File: src/rtl/reminder_beeper.sv
// reminder_beeper: plays groups of BEEP_COUNT square-wave tone bursts, each
// group followed by a silent pause, while the cleaning reminder is held.
// A mute pulse silences the current reminder episode until reminder drops.
module reminder_beeper #(
  parameter int unsigned TONE_HALF  = 25000,
  parameter int unsigned BEEP_CYC   = 20000000,
  parameter int unsigned GAP_CYC    = 20000000,
  parameter int unsigned PAUSE_CYC  = 200000000,
  parameter int unsigned BEEP_COUNT = 3
) (
  input  logic       clk,
  input  logic       reset,
  input  logic       reminder,
  input  logic       mute,
  output logic       speaker,
  output logic       active,
  output logic [3:0] beep_idx
);

  localparam int unsigned MAX_BG  = (BEEP_CYC > GAP_CYC) ? BEEP_CYC : GAP_CYC;
  localparam int unsigned MAX_CYC = (MAX_BG > PAUSE_CYC) ? MAX_BG : PAUSE_CYC;
  localparam int unsigned TW      = (MAX_CYC > 1) ? $clog2(MAX_CYC) : 1;
  localparam int unsigned NW      = (TONE_HALF > 1) ? $clog2(TONE_HALF) : 1;

  localparam logic [TW-1:0] BEEP_LAST  = TW'(BEEP_CYC - 1);
  localparam logic [TW-1:0] GAP_LAST   = TW'(GAP_CYC - 1);
  localparam logic [TW-1:0] PAUSE_LAST = TW'(PAUSE_CYC - 1);
  localparam logic [NW-1:0] TONE_LAST  = NW'(TONE_HALF - 1);
  localparam logic [3:0]    IDX_LAST   = 4'(BEEP_COUNT - 1);

  typedef enum logic [1:0] {
    S_IDLE,
    S_BEEP,
    S_GAP,
    S_PAUSE
  } state_t;

  state_t        state_q, state_d;
  logic [TW-1:0] timer_q, timer_d;
  logic [NW-1:0] tone_q,  tone_d;
  logic          spk_q,   spk_d;
  logic [3:0]    idx_q,   idx_d;
  logic          muted_q, muted_d;

  // State and datapath registers with synchronous reset.
  always_ff @(posedge clk) begin
    if (reset) begin
      state_q <= S_IDLE;
      timer_q <= '0;
      tone_q  <= '0;
      spk_q   <= 1'b0;
      idx_q   <= '0;
      muted_q <= 1'b0;
    end else begin
      state_q <= state_d;
      timer_q <= timer_d;
      tone_q  <= tone_d;
      spk_q   <= spk_d;
      idx_q   <= idx_d;
      muted_q <= muted_d;
    end
  end

  // Next state: phase sequencing, tone generation and mute bookkeeping.
  always_comb begin
    state_d = state_q;
    timer_d = timer_q + 1'b1;
    tone_d  = '0;
    spk_d   = 1'b0;
    idx_d   = idx_q;
    muted_d = muted_q;

    if (!reminder) begin
      muted_d = 1'b0;
    end else if (mute) begin
      muted_d = 1'b1;
    end

    // Dropped reminder, a mute pulse or a muted episode all force silence;
    // mute beats a same-cycle reminder rise because this check comes first.
    if (!reminder || mute || muted_q) begin
      state_d = S_IDLE;
      timer_d = '0;
      idx_d   = '0;
    end else begin
      unique case (state_q)
        S_IDLE: begin
          state_d = S_BEEP;
          timer_d = '0;
          idx_d   = '0;
        end
        S_BEEP: begin
          if (timer_q == BEEP_LAST) begin
            timer_d = '0;
            state_d = (idx_q < IDX_LAST) ? S_GAP : S_PAUSE;
          end else if (tone_q == TONE_LAST) begin
            tone_d = '0;
            spk_d  = ~spk_q;
          end else begin
            tone_d = tone_q + 1'b1;
            spk_d  = spk_q;
          end
        end
        S_GAP: begin
          if (timer_q == GAP_LAST) begin
            state_d = S_BEEP;
            timer_d = '0;
            idx_d   = idx_q + 4'd1;
          end
        end
        S_PAUSE: begin
          if (timer_q == PAUSE_LAST) begin
            state_d = S_BEEP;
            timer_d = '0;
            idx_d   = '0;
          end
        end
        default: begin
          state_d = S_IDLE;
          timer_d = '0;
          idx_d   = '0;
        end
      endcase
    end
  end

  // Outputs: speaker and index come straight from registers.
  always_comb begin
    active   = (state_q != S_IDLE);
    speaker  = spk_q;
    beep_idx = idx_q;
  end

endmodule

File: config.mk
export PLATFORM = sky130hd
export DESIGN_NAME = reminder_beeper
export DESIGN_NICKNAME = d
export VERILOG_FILES = /design/src/rtl/reminder_beeper.sv
export SDC_FILE = /design/constraint.sdc
export NUM_CORES = 1
export LEC_CHECK = 0
export BUFFER_PORTS_ARGS = -buffer_cell sky130_fd_sc_hd__buf_4
export CORE_MARGIN = 2
export CORE_UTILIZATION = 45
export DETAILED_ROUTE_END_ITERATION = 12
export GPL_ROUTABILITY_DRIVEN = 1
export HOLD_SLACK_MARGIN = 0.02
export PLACE_DENSITY_LB_ADDON = 0.12
export SLEW_MARGIN = 20
export SYNTH_ARGS = -nofsm -noshare
export SYNTH_HDL_FRONTEND = slang
export SYNTH_SLANG_ARGS = --single-unit
File: constraint.sdc
create_clock -name clk -period 1.9 [get_ports clk]
set_clock_uncertainty 0.1 [all_clocks]
set_input_delay 0.285 -clock clk [delete_from_list [all_inputs] [get_ports clk]]
set_output_delay 0.285 -clock clk [all_outputs]
set_load 0.02 [all_outputs]
==> flow_metrics.py <==
metrics = {
    "cts": {
        "cts_hold_buf": 0,
        "cts.clk_slew.worst_paths_ns": 0.09,
        "cts.path.max_buffers": 2,
        "clock_latency_ns": 0.30,
        "h-tree-depth": 2,
        "cts_root_buf": "clkbuf_8",
        "cts_tree": "done",
        "clkSinkCount": 51,
        "cts_inserted_buffers": 5,
    },
    "cells_and_area": {
        "final_cell_count_no_fill": 408,
        "area.sequential_sq_um": 1040,
        "multi_input_area_sq_um": 1530,
        "diodes": 0,
        "syn_to_final_growth_pct": 29.2,
        "final_cell_mix": "53 x nor2_1, 45 x buf_4, 39 x dfxtp_1, 25 x xnor2_1, 17 x nand2_1",
        "layout_commonest_cell": "nor2_1",
        "final_area_sq_um": 3230,
        "layout.nets": 346,
        "fill_cells": 498,
        "drive_above_1_share": 0.295,
    },
    "status": {
        "status": "finished, violations left",
        "violations": "setup timing",
    },
    "power": {
        "p_leak_nw": 1.13,
        "cellPowerDensity_nw_per_um2": 532,
        "power_mw": 1.72,
        "ir_drop_mv": 0.405,
    },
    "sta": {
        "timing.hold.ws_ns": 0.120,
        "fin_crit_ns": 2.02,
        "final_hold_viol_count": 0,
        "worst_slack_ns": -0.116,
        "final_max_slew_viol_count": 0,
        "fmax_mhz": 496,
        "rsz0062_at_grt": "true",
        "slew_headroom": 0.628,
        "max_slew.worst_pin.slew_ns": 0.544,
        "setup-violations-final": 3,
        "post-route-period-util": 1.06,
    },
    "run": {
        "maxCapViolCount": 0,
    },
    "global_routing": {
        "first_global_vias": 2009,
        "grt_max_degree": 29,
        "globalRouteTotalUtil": 0.179,
        "grt_overflow": 0,
        "grt_pass1_wl_mm": 8.84,
        "antenna_found_initial": 0,
    },
    "setup_path": {
        "cp_cell_sequence": "ha_4 -> and4_4 -> nand4_4 -> o21a_2 -> a2111oi_0 -> o21ai_0",
        "critical-path-slowest-cell": "a2111oi_0",
        "path_delay_family": "compound AO/OA/AOI/OAI gates",
        "crit_fanout": 6,
        "worstPathRequired_ns": 1.98,
        "crit_type": "flip-flop to flip-flop",
        "crit_buf_inv": 0,
        "r2r_start": "timer_q[1]$_SDFF_PP0_",
        "end_kind": "flip-flop",
        "slowest_delay_ns": 0.54,
        "start_kind": "flip-flop",
        "startpoint": "timer_q[1]$_SDFF_PP0_",
        "cp.arrival_ns": 2.10,
    },
    "yosys": {
        "avgSynthCellArea_sq_um": 8.79,
        "synth_area_sq_um": 2500,
        "synth_area_leaders": "dfxtp_1 41%, xnor2_1 8.8%, nor2_1 8.1%",
        "syn_nets": 295,
        "synth_enable_flop_cells": 0,
        "syn_inst": 284,
        "synth_top_area_share": 0.409,
        "yosys_warnings": 0,
        "ys_seq_area_frac": 0.409,
        "synth.largest_area_cell": "dfxtp_1",
        "async_flop_share": 0,
        "synth_cell_types": 41,
        "ys.flop_type": "dfxtp_1",
        "ys_ff_latch": 51,
    },
    "die": {
        "core_sq_um": 5440,
        "dieHeight_um": 78.5,
        "pin_count": 10,
        "dieArea_sq_um": 6160,
        "rows": 27,
        "die_x_um": 78.5,
        "initial_utilization": 0.459,
    },
    "route": {
        "drt_iter0_drc": 85,
        "drt_wl_total_mm": 5.42,
        "first_pass_iters": 4,
        "postRouteAntennaNets": 0,
        "routedWlPerCell_um": 13.3,
        "drc_errors": 0,
        "avgViaCountPerCell": 5.14,
        "via_count": 2096,
    },
    "hold_path": {
        "hold_start": "mute",
        "min_path_type": "input pin to flip-flop",
    },
    "placement": {
        "portBuffers": 9,
        "dpl_worst_slack_ns": -0.0990,
        "place_area_sq_um": 2930,
        "place.gp.congestion": 0.811,
        "dpl.hpwl_mm": 3.58,
        "dp.cells": 395,
    },
}
-- worst paths after layout --
kind / to / slack [ns] / cells past startpoint
min reg2reg: tone_q[0]$_SDFF_PP0_ / 0.34 / 1
min: muted_q$_SDFFE_PP0P_ / 0.12 / 3
max reg2reg: beep_idx[2]$_SDFFE_PP0P_ / -0.12 / 6
max: beep_idx[2]$_SDFFE_PP0P_ / -0.12 / 6
-- where the power goes --
part / leakage, nW / switching [mW] / internal [mW]
clock: 0.0412 / 0.354 / 0.258
sequential: 0.417 / 0.00206 / 1.07
combinational: 0.676 / 0.0165 / 0.0181
-- cell type report --
type / count / area share
clock buffer: 6 / 0.0225
clock inverter: 2 / 0.00388
inverter: 10 / 0.0116
multi-input combinational: 216 / 0.473
sequential: 51 / 0.322
tap: 72 / 0.0279
timing repair buffer: 51 / 0.140
-- tightest hold or removal path, stage by stage --
cell    delay, ns
buf_4        0.09
nor2_1       0.03
nor2_1       0.08
-- cells in the mapped netlist, types with 2 or more instances --
master,instances
nor3b_2,2
o21ai_0,6
xnor2_1,25
inv_1,10
nor3b_1,3
nand2_1,17
nor2_1,54
or4b_1,2
a21oi_1,2
and3_1,8
xor2_1,15
dfxtp_1,51
o21a_1,2
nor3_1,12
buf_4,4
nand4_1,10
nand4_2,2
and4_1,4
ha_1,7
a2111oi_0,2
and2_1,2
nor4_1,5
nand3_1,16
nor4b_1,4
or3_1,3
-- sequential cells by signal (all words and copies together) (netlist names) --
name      count
beep_idx      4
muted_q       1
speaker       1
state_q       2
timer_q      28
tone_q       15
-- per-layer routing --
layer,part of all wire,track usage
met5,0,0
met4,0.012,0.0561
met3,0.028,0.0402
met2,0.47,0.293
met1,0.49,0.234
-- stage by stage --
stage,util,setup TNS (ns)
global placement,0.539,-0.143
detailed placement,0.539,-0.273
finish,0.593,-0.132
global route,0.593,-0.851
floorplan,-,0
CTS,0.561,0
-- repair_timing --
item / 4_1_cts / 5_1_grt
resized for setup: 10 / 32
pin swaps: 1 / 6
gates cloned: 0 / 2
buffers inserted: 1 / 2
setup endpoints to repair: 40 / 47
-- cell families (layout without fill, tap and decap cells) --
group	count (synthesis)	after routing	share of synthesized area
compound gates	18	18	0.0566
buf+inv	17	69	0.0326
simple gates	151	151	0.327
fa+ha+maj	7	7	0.0351
flops	51	51	0.409
xor+xnor	40	40	0.140
(Power assumes the default switching activity.)
